`src/rtl/mem_copy_engine.sv`:
```
// mem_copy_engine
//   Block-copy DMA engine that sits directly upstream of a dual-write-port
//   memory. The engine owns port B and port_sel. It reads source words from
//   the memory's combinational data_q and writes them back through port B.
//   The host keeps port A. While host_req is high the engine pauses, so the
//   host has priority access to the memory.
//
//   Each word takes two cycles: READ latches data_q into a buffer, and WRITE
//   drives that buffer onto port B. The memory samples the write at the end
//   of the WRITE cycle.
//
// Optional feature: define MEM_COPY_CHECKSUM_EN to add the checksum output.
//   It holds the modulo-2**DW sum of every word written by the current copy.
//
// Ports
//   clk       system clock, rising edge
//   rst       asynchronous active-high reset
//   start     one-cycle copy request, sampled only in IDLE
//   src_addr  first source word address
//   dst_addr  first destination word address
//   len       words to copy; 0 encodes 2**AW
//   host_req  host needs port A this cycle; engine yields
//   data_q    memory read data for the currently selected address
//   port_sel  memory port select, 1 = engine (port B)
//   we_b      port B write enable
//   addr_wb   port B address
//   data_wb   port B write data
//   busy      high in READ, WRITE and DONE
//   done      one-cycle completion pulse
//   checksum  (MEM_COPY_CHECKSUM_EN only) sum of copied words
//
// Handshake: start is a single-cycle request with no ready. It is accepted
//   only when the engine is idle (busy low) and ignored otherwise. done
//   pulses for one cycle when the last word has been written.
module mem_copy_engine #(
  parameter int AW = 8,
  parameter int DW = 16
) (
  input  logic          clk,
  input  logic          rst,
  input  logic          start,
  input  logic [AW-1:0] src_addr,
  input  logic [AW-1:0] dst_addr,
  input  logic [AW-1:0] len,
  input  logic          host_req,
  input  logic [DW-1:0] data_q,
  output logic          port_sel,
  output logic          we_b,
  output logic [AW-1:0] addr_wb,
  output logic [DW-1:0] data_wb,
  output logic          busy,
  output logic          done
`ifdef MEM_COPY_CHECKSUM_EN
  ,
  output logic [DW-1:0] checksum
`endif
);

  typedef enum logic [1:0] {
    S_IDLE  = 2'd0,
    S_READ  = 2'd1,
    S_WRITE = 2'd2,
    S_DONE  = 2'd3
  } state_t;

  // A zero length field means a full memory sweep.
  localparam logic [AW:0] DEPTH = {1'b1, {AW{1'b0}}};

  state_t        state, state_nx;
  logic [AW:0]   cnt;
  logic [AW-1:0] src_r, dst_r, len_r;
  logic [DW-1:0] buf_r;
  logic [AW:0]   len_eff;
  logic          last_word;

  assign len_eff   = (len_r == '0) ? DEPTH : {1'b0, len_r};
  assign last_word = (cnt == len_eff - (AW+1)'(1));

  // State register and datapath. While host_req stalls READ or WRITE,
  // state, cnt and buf all hold, so the engine repeats that same step
  // once the host lets go.
  always_ff @(posedge clk or posedge rst) begin
    if (rst) begin
      state <= S_IDLE;
      cnt   <= '0;
      src_r <= '0;
      dst_r <= '0;
      len_r <= '0;
      buf_r <= '0;
    end else begin
      state <= state_nx;
      case (state)
        S_IDLE: begin
          if (start) begin
            src_r <= src_addr;
            dst_r <= dst_addr;
            len_r <= len;
            cnt   <= '0;
          end
        end
        S_READ: begin
          if (!host_req) buf_r <= data_q;
        end
        S_WRITE: begin
          if (!host_req && !last_word) cnt <= cnt + (AW+1)'(1);
        end
        default: ;
      endcase
    end
  end

  // Next-state logic.
  always_comb begin
    state_nx = state;
    case (state)
      S_IDLE:  if (start) state_nx = S_READ;
      S_READ:  if (!host_req) state_nx = S_WRITE;
      S_WRITE: if (!host_req) state_nx = last_word ? S_DONE : S_READ;
      S_DONE:  state_nx = S_IDLE;
      default: state_nx = S_IDLE;
    endcase
  end

  // Outputs are decoded from the state register, so they stay stable for
  // the whole cycle. The only exception is host_req, which must take the
  // port back from the engine within the same cycle.
  always_comb begin
    port_sel = 1'b0;
    we_b     = 1'b0;
    addr_wb  = '0;
    busy     = 1'b0;
    done     = 1'b0;
    case (state)
      S_READ: begin
        busy     = 1'b1;
        port_sel = !host_req;
        addr_wb  = src_r + cnt[AW-1:0];
      end
      S_WRITE: begin
        busy     = 1'b1;
        port_sel = !host_req;
        we_b     = !host_req;
        addr_wb  = dst_r + cnt[AW-1:0];
      end
      S_DONE: begin
        busy = 1'b1;
        done = 1'b1;
      end
      default: ;
    endcase
  end

  assign data_wb = buf_r;

`ifdef MEM_COPY_CHECKSUM_EN
  // Clears on an accepted start and adds every word that is actually
  // written. The value then holds from DONE until the next accepted start.
  always_ff @(posedge clk or posedge rst) begin
    if (rst) begin
      checksum <= '0;
    end else if (state == S_IDLE && start) begin
      checksum <= '0;
    end else if (state == S_WRITE && !host_req) begin
      checksum <= checksum + buf_r;
    end
  end
`endif

endmodule

```
`config.mk`:
```
export PLATFORM = sky130hd
export DESIGN_NAME = mem_copy_engine
export DESIGN_NICKNAME = d
export VERILOG_FILES = /design/src/rtl/mem_copy_engine.sv
export SDC_FILE = /design/constraint.sdc
export NUM_CORES = 1
export LEC_CHECK = 0
export ABC_AREA = 1
export CORE_MARGIN = 10
export CORE_UTILIZATION = 50
export CTS_CLUSTER_SIZE = 28
export DETAILED_ROUTE_END_ITERATION = 16
export PLACE_DENSITY = 0.8
export REMOVE_ABC_BUFFERS = 1
export SYNTH_ARGS = -nofsm -noshare
export SYNTH_HDL_FRONTEND = slang
export SYNTH_SLANG_ARGS = --single-unit
```
`constraint.sdc`:
```
create_clock -name clk -period 3.4 [get_ports clk]
set_input_delay 0.68 -clock clk [delete_from_list [all_inputs] [get_ports clk]]
set_output_delay 0.68 -clock clk [all_outputs]
set_load 0.05 [all_outputs]
```
Word-level counts from Yosys, hierarchy flattened
Cells that the tools add are included.
{"block": "word_totals", "n_memories": 0, "mem_bits_rw": 0, "latch_bits": 0, "word_cells": 45, "input_bits": 44, "mem_bits_ro": 0, "out_inout_bits": 28, "regBits": 51}
{"block": "classes", "shifts": 0, "n_mul": 0, "reduce_logical": 12, "div": 0, "n_eq_ne": 8, "magnitude_cmp": 0, "n_mux": 14, "n_addsub": 4, "n_bitwise": 1}
{"op": "$mux W9", "n": 3}
{"op": "$pmux W9 S2", "n": 1}
{"op": "$add A8 B8 Y8", "n": 2}
{"op": "$pmux W8 S2", "n": 1}
{"op": "$add A9 B1 Y9 const B", "n": 1}
{"op": "$eq A9 B9 Y1", "n": 1}
{"op": "$sub A9 B1 Y9 const B", "n": 1}
{"op": "$logic_not A8 Y1", "n": 1}
{"op": "$mux W2", "n": 4}
{"op": "$ne A2 B2 Y1 const B", "n": 4}
{"op": "$pmux W2 S4", "n": 1}
{"op": "$reduce_and A3 Y1", "n": 2}
{"op": "$eq A2 B2 Y1 const B", "n": 2}
{"op": "$mux W1", "n": 4}
{"op": "$reduce_and A2 Y1", "n": 2}
{"op": "$reduce_or A3 Y1", "n": 1}
{"op": "$eq A2 B1 Y1 const B", "n": 1}
{"op": "$logic_not A1 Y1", "n": 2}
{"op": "$logic_not A2 Y1", "n": 1}
{"op": "$reduce_bool A2 Y1", "n": 1}
{"op": "$reduce_or A2 Y1", "n": 1}
{"op": "$logic_and A1 B1 Y1", "n": 1}
{"op": "$not A1 Y1", "n": 1}

Longest topological paths before layout
Gate-level depths: netlist of the first run.
{"block": "depth", "ltp_word": 8, "mapped_depth": 17, "ltp_nobuf": 15}

Least setup slack after synthesis of the first run
No wires, ideal clock.
{"block": "synth_path", "path_kind": "reg-to-output", "from": "reg state[0]", "to": "out addr_wb[6]", "slack_ns": -0.268, "n_path_buf": 2, "t_required_ns": 2.720, "arrival_ns": 2.988, "path_stages_with_launch": 17, "path_cell_list": "dfrtp_1 inv_1 ha_1 buf_4 clkbuf_1 nand2_1 o21ai_0 ha_1 inv_1 fa_1 nor2_1 o21ai_0 nand2_1 nand2_1 nand2_1 a21oi_1 a21oi_1"}
{"block": "synth_via", "elab_chain_len": 2, "word_cells_on_any_way": 3, "classes_between": "2 x eq/ne; 1 x mux"}
{"item": "start: declaration", "line_no": "69", "rtl": "state_t state, state_nx;"}
{"item": "start signal: assignment", "line_no": "91", "rtl": "state <= state_nx;"}
{"item": "$eq A2 B2 Y1 / $eq A2 B1 Y1 (equally long branches)", "line_no": "133", "rtl": "case (state)"}
{"item": "$pmux W8 S2 *", "line_no": "133"}
{"item": "end: declaration", "line_no": "49", "rtl": "output logic [AW-1:0] addr_wb,"}
Every way passes the cells marked *; elsewhere a longest branch is shown, timed or not.

Final worst setup path of the first run
{"block": "layout_path", "from": "reg state[1]", "to": "out addr_wb[5]"}
Same word-level chain as after synthesis.

==> impl_metrics.yaml, run 1 <==
worst_setup_path:
  startpoint_type: "register"
  r2r_cells: 14
  cp_max_fo: 6
  critPathLaunch: "state[1]"
  cp.arrival_ns: 2.71
  r2r_slack_ns: 1.28
  path_class: "register to output pin"
  r2r-end: "cnt[4]"
  required_ns: 2.72
  crit_path_end_kind: "output pin"
  r2r-start: "state[0]"
clock_network:
  cts-root-buf: "clkbuf_8"
  htree_levels: 2
  clk_latency_ns: 0.31
  cts_tree: "done"
  path_clk_slew_ns: 0.09
  numCtsBuffers: 5
  cts_buffer_depth: 2
  cts.sink_count: 51
place:
  dp_slack_ns: 0.0406
  routabilityCongestion: 0.941
  place_inst: 498
  dp_hpwl_um: 5860
  io_buffers: 71
  place_area_sq_mm: 0.00388
layout:
  diodes: 0
  nets: 500
  fin_cells: 516
  area_growth_pct: 38.3
  final_common_cell: "nand2_1"
  layout_common_cells: "nand2_1, clkdlybuf4s50_1, dfrtp_1"
  drive_above_1_share_pct: 22.2
  final_cell_area_sq_mm: 0.00417
synthesis:
  ys_types: 30
  synthTopCellsByArea: "dfrtp_1, mux2_2, nand2_1, ha_1, inv_1"
  syn_area_sq_mm: 0.00302
  yosysTopAreaCell: "dfrtp_1"
  yosysSeqAreaShare_pct: 42.3
  ys_ff_latch: 51
  syn_area_per_cell_sq_um: 8.47
  syn_inst: 356
  yosys_warnings: 0
  netlist.area_leader.share_pct: 42.3
hold_path:
  holdCritStartpoint: "data_wb[5]"
  min_path_cells: 1
  min_to: "data_wb[5]"
  hold_class: "register to register"
die:
  die_h_um: 97.7
  fp.dieW_um: 97.7
  fp.dieArea_sq_mm: 0.00954
  row_count: 28
  core_sq_mm: 0.00589
  start_util_pct: 51.2
  pin_count: 72
power:
  ir_drop_v: 0.000797
  p_per_area_mw_per_mm2: 1100
  p_int_mw: 2.31
  switchingPower_mw: 2.26
  seq_power_share_pct: 22.6
  comb_power_share_pct: 69.2
  switching_share_pct: 49.4
  pwr-share-clk_pct: 8.1
  leakage_nw: 1.91
detailed_routing:
  drt-vias-per-instance: 5.25
  wl_per_cell_um: 15.7
  drc: 0
  drt_iter0_markers: 124
  vias: 2709
  routed_wirelength_um: 8110
  ant_nets: 0
  first_pass_iters: 7
global_routing:
  grt.overflow.total: 0
  antenna_found_initial: 0
  grt_pass1_vias: 2762
  gr-usage-all-layers_pct: 15.3
  grt_max_degree: 28
  grt_pass1_wl_um: 12400
timing:
  hold_viol: 0
  rsz0062_at_grt: "yes"
  final.setup.worst_slack_ns: 0.00701
  maxSlewHeadroom_pct: 44.9
  period_minus_slack_ns: 3.39
  worst_pin_slew_ns: 0.824
  whs_ns: 0.513
  slew_violations: 0
  setup_viol: 0
  finClkSkew_ns: 0.0102
  max_freq_ghz: 0.295
  fin_crit_sh_pct: 99.8
job:
  maxCapViolations: 0
status:
  status: "complete, no violations"
-- state kept, by name, indices dropped and copies added (netlist names) --
signal,count
cnt,9
data_wb,16
dst_r,8
len_r,8
src_r,8
state,2
-- cell type report --
cell class              instances  area (sq um)
well taps                      75          93.8
fillers                       439          1720
clock buffers                   7          86.3
multi-input cells             250          1630
clock inverters                 1          8.76
repair buffers                 88           913
inverters                      44           165
flip-flops and latches         51          1280
-- synth_stat cells, drive strengths merged --
library cell  count
a211oi            1
a21oi            24
a22oi             1
and3              1
buf               6
clkbuf            5
dfrtp            51
fa                1
ha               15
inv              44
mux2             26
nand2            80
nand3            11
nand4            10
nor2             41
nor3              4
nor3b             1
nor4              1
o21ai            16
or3               1
xnor2             4
xor2             12
-- worst max-delay path, cell delays in order (launching register included) --
cell     delay, ns
dfrtp_1       0.44
ha_4          0.22
buf_6         0.14
buf_6         0.13
nand2_4       0.05
o21ai_2       0.05
ha_1          0.33
buf_4         0.15
inv_1         0.11
o21ai_1       0.09
a21oi_1       0.22
xor2_1        0.25
nor2_2        0.09
buf_12        0.15
-- layer usage --
metal  routed length (um)  track usage [%]  part of all wire (%)
met2                 4190             27.0                    52
met4                   87             4.70                   1.1
met1                 3110             16.0                    38
met5                    0                0                     0
met3                  728             6.61                   9.0
-- power by group through the flow --
stage               Combinational [mW]  Clock [mW]  Sequential [mW]
floorplan                         1.47           0             1.35
global placement                  2.80           0             1.03
detailed placement                2.85           0             1.04
CTS                               2.90       0.384             1.03
global route                      3.38       0.407             1.07
finish                            3.16       0.372             1.03
-- what timing repair did --
item / 4_1_cts / 5_1_grt
hold buffers: 0 / 0
resized for setup: 4 / 34
pin swaps: 0 / 22
buffers inserted: 3 / 7
setup endpoints to repair: 5 / 4
-- worst max-delay path by stage --
stage,endpoint
3_3_place_gp,addr_wb[6]
3_5_place_dp,addr_wb[6]
4_1_cts,addr_wb[6]
2_1_floorplan,addr_wb[6]
6_report,addr_wb[5]
5_1_grt,addr_wb[7]
-- cells by family after synthesis --
logic type,after synthesis,share of synthesized area [%]
xor+xnor,16,4.65
compound gates,42,7.59
buf+inv,55,7.43
mux,26,9.71
fa+ha+maj,16,6.89
flops,51,42.3
simple gates,150,21.4
-- per-stage QoR --
step	utilization (%)	setup TNS [ns]	total power [mW]
after floorplan	-	-0.320	2.81
after global routing	70.9	-0.197	4.85
after CTS	68.2	0	4.31
final	70.9	0	4.57
after global placement	65.9	0	3.83
after detailed placement	65.9	0	3.89
(Power assumes the default switching activity.)
==> inputs of run 2 (changes only) <==
--- a/config.mk
+++ b/config.mk
@@ -12,6 +12,7 @@
 export DETAILED_ROUTE_END_ITERATION = 16
 export PLACE_DENSITY = 0.8
 export REMOVE_ABC_BUFFERS = 1
+export SKIP_CTS_REPAIR_TIMING = 1
 export SYNTH_ARGS = -nofsm -noshare
 export SYNTH_HDL_FRONTEND = slang
 export SYNTH_SLANG_ARGS = --single-unit
==> run 2 against run 1 <==
Effect of this change: highest routed layer unchanged; register-to-register slack hardly changed; final cell count is 0.58% higher; via count is 0.22% higher; die area stayed put; hold slack hardly changed; non-clock buffer count is 3 higher; combinational power is 1% higher; largest power group unchanged; critical path depth is 1 higher; maximum frequency is 1.4% lower; clock skew is 0.0011 ns lower; critical endpoint unchanged; design area is 0.57% higher; the flow now finishes with violations (setup timing).
==> impl_metrics.yaml, run 2 (synthesis gave the netlist of run 1 again) <==
status:
  status: "finished, violations left"
  violations: "setup timing"
global_routing:
  gr-usage-all-layers_pct: 15.3
  grt_pass1_vias: 2744
  antenna_found_initial: 0
  grt_max_degree: 28
  grt.overflow.total: 0
  grt_pass1_wl_um: 12400
detailed_routing:
  ant_nets: 0
  drc: 0
  vias: 2715
  drt_iter0_markers: 103
  wl_per_cell_um: 15.7
  drt-vias-per-instance: 5.23
  first_pass_iters: 7
  routed_wirelength_um: 8160
place:
  routabilityCongestion: 0.941
  dp_hpwl_um: 5860
  place_inst: 498
  io_buffers: 71
timing:
  setup_viol: 2
  max_freq_ghz: 0.291
  final.setup.worst_slack_ns: -0.0399
  maxSlewHeadroom_pct: 45.3
  slew_violations: 0
  hold_viol: 0
  finClkSkew_ns: 0.00903
  rsz0062_at_grt: "yes"
  period_minus_slack_ns: 3.44
  whs_ns: 0.513
  fin_crit_sh_pct: 101
  worst_pin_slew_ns: 0.819
layout:
  final_common_cell: "nand2_1"
  ff_latch_area_sq_mm: 0.00128
  multi_input_area_sq_mm: 0.00163
  diodes: 0
  nets: 503
  drive_above_1_share_pct: 23.6
  fin_cells: 519
  nFillCells: 441
  layout_common_cells: "nand2_1, clkdlybuf4s50_1, dfrtp_1"
  largest_reg_flops: 16
  area_growth_pct: 39.1
clock_network:
  htree_levels: 2
  path_clk_slew_ns: 0.09
  cts-root-buf: "clkbuf_8"
  cts.sink_count: 51
  cts_tree: "done"
  clk_latency_ns: 0.30
  cts_buffer_depth: 2
  numCtsBuffers: 5
die:
  start_util_pct: 51.2
  row_count: 28
  fp.dieW_um: 97.7
  fp.dieArea_sq_mm: 0.00954
  core_sq_mm: 0.00589
  die_h_um: 97.7
  pin_count: 72
job:
  maxCapViolations: 0
power:
  leakage_nw: 1.91
  ir_drop_v: 0.000792
  p_per_area_mw_per_mm2: 1100
worst_setup_path:
  cp_max_fo: 6
  path_class: "register to output pin"
  cp.arrival_ns: 2.76
  crit_path_end_kind: "output pin"
  startpoint_type: "register"
  required_ns: 2.72
hold_path:
  hold_class: "register to register"
run 2: changes by cell type in the layout (fill, tap and decap cells not counted), sizes merged:
cell,before,now
buf,25,28
run 2: worst max-delay path, cell delays in order (launching register included):
cell     delay (ns)
dfrtp_1        0.41
inv_2          0.11
ha_4           0.20
buf_6          0.14
nand2_2        0.06
o21ai_2        0.06
ha_1           0.27
a21oi_2        0.13
nor2_1         0.06
nor2_2         0.17
o21ai_1        0.08
a21oi_1        0.24
xor2_1         0.29
nor2_2         0.08
buf_12         0.15
run 2: area by class of cell:
class                      count  share of cell area (%)
clock inverter                 1                   0.209
tap                           75                    2.24
inverter                      44                    3.94
clock buffer                   7                    2.06
multi-input combinational    250                    38.8
timing repair buffer          91                    22.3
sequential                    51                    30.4
run 2: path summary, 6_finish.rpt:
path                            startpoint          to  slack (ns)  depth (start not counted)
worst min-delay path            data_wb[5]  data_wb[5]        0.51                          1
max in group asynchronous              rst    src_r[3]        2.35                          3
worst max-delay path              state[0]  addr_wb[5]       -0.04                         14
worst max register to register    state[0]      cnt[5]        1.28                         14
worst min register to register  data_wb[5]  data_wb[5]        0.51                          1
min in group asynchronous              rst  data_wb[1]        0.75                          3
run 2: metrics by stage:
step           instance area (sq um)  TNS (ns)  worst slack [ns]  power, mW  utilization (%)
2_1_floorplan                   2960    -0.320            -0.169       2.81                -
3_3_place_gp                    3880         0             0.171       3.83             65.9
3_5_place_dp                    3880         0            0.0406       3.89             65.9
4_1_cts                         3980    -0.932            -0.340       4.27             67.6
5_1_grt                         4190    -0.419            -0.187       4.89             71.3
6_report                        4190   -0.0441           -0.0399       4.60             71.3
run 2: where the power goes:
part	switching [mW]	internal (mW)
Combinational	1.89	1.31
Clock	0.206	0.167
Sequential	0.169	0.866
run 2: per-layer routing:
metal	vias up	part of all wire, %	GRT usage (%)
met5	-	0	0
met4	0	2.2	4.36
met3	19	8.5	6.61
met2	94	50	26.9
met1	1286	39	16.1
li1	1316	-	-
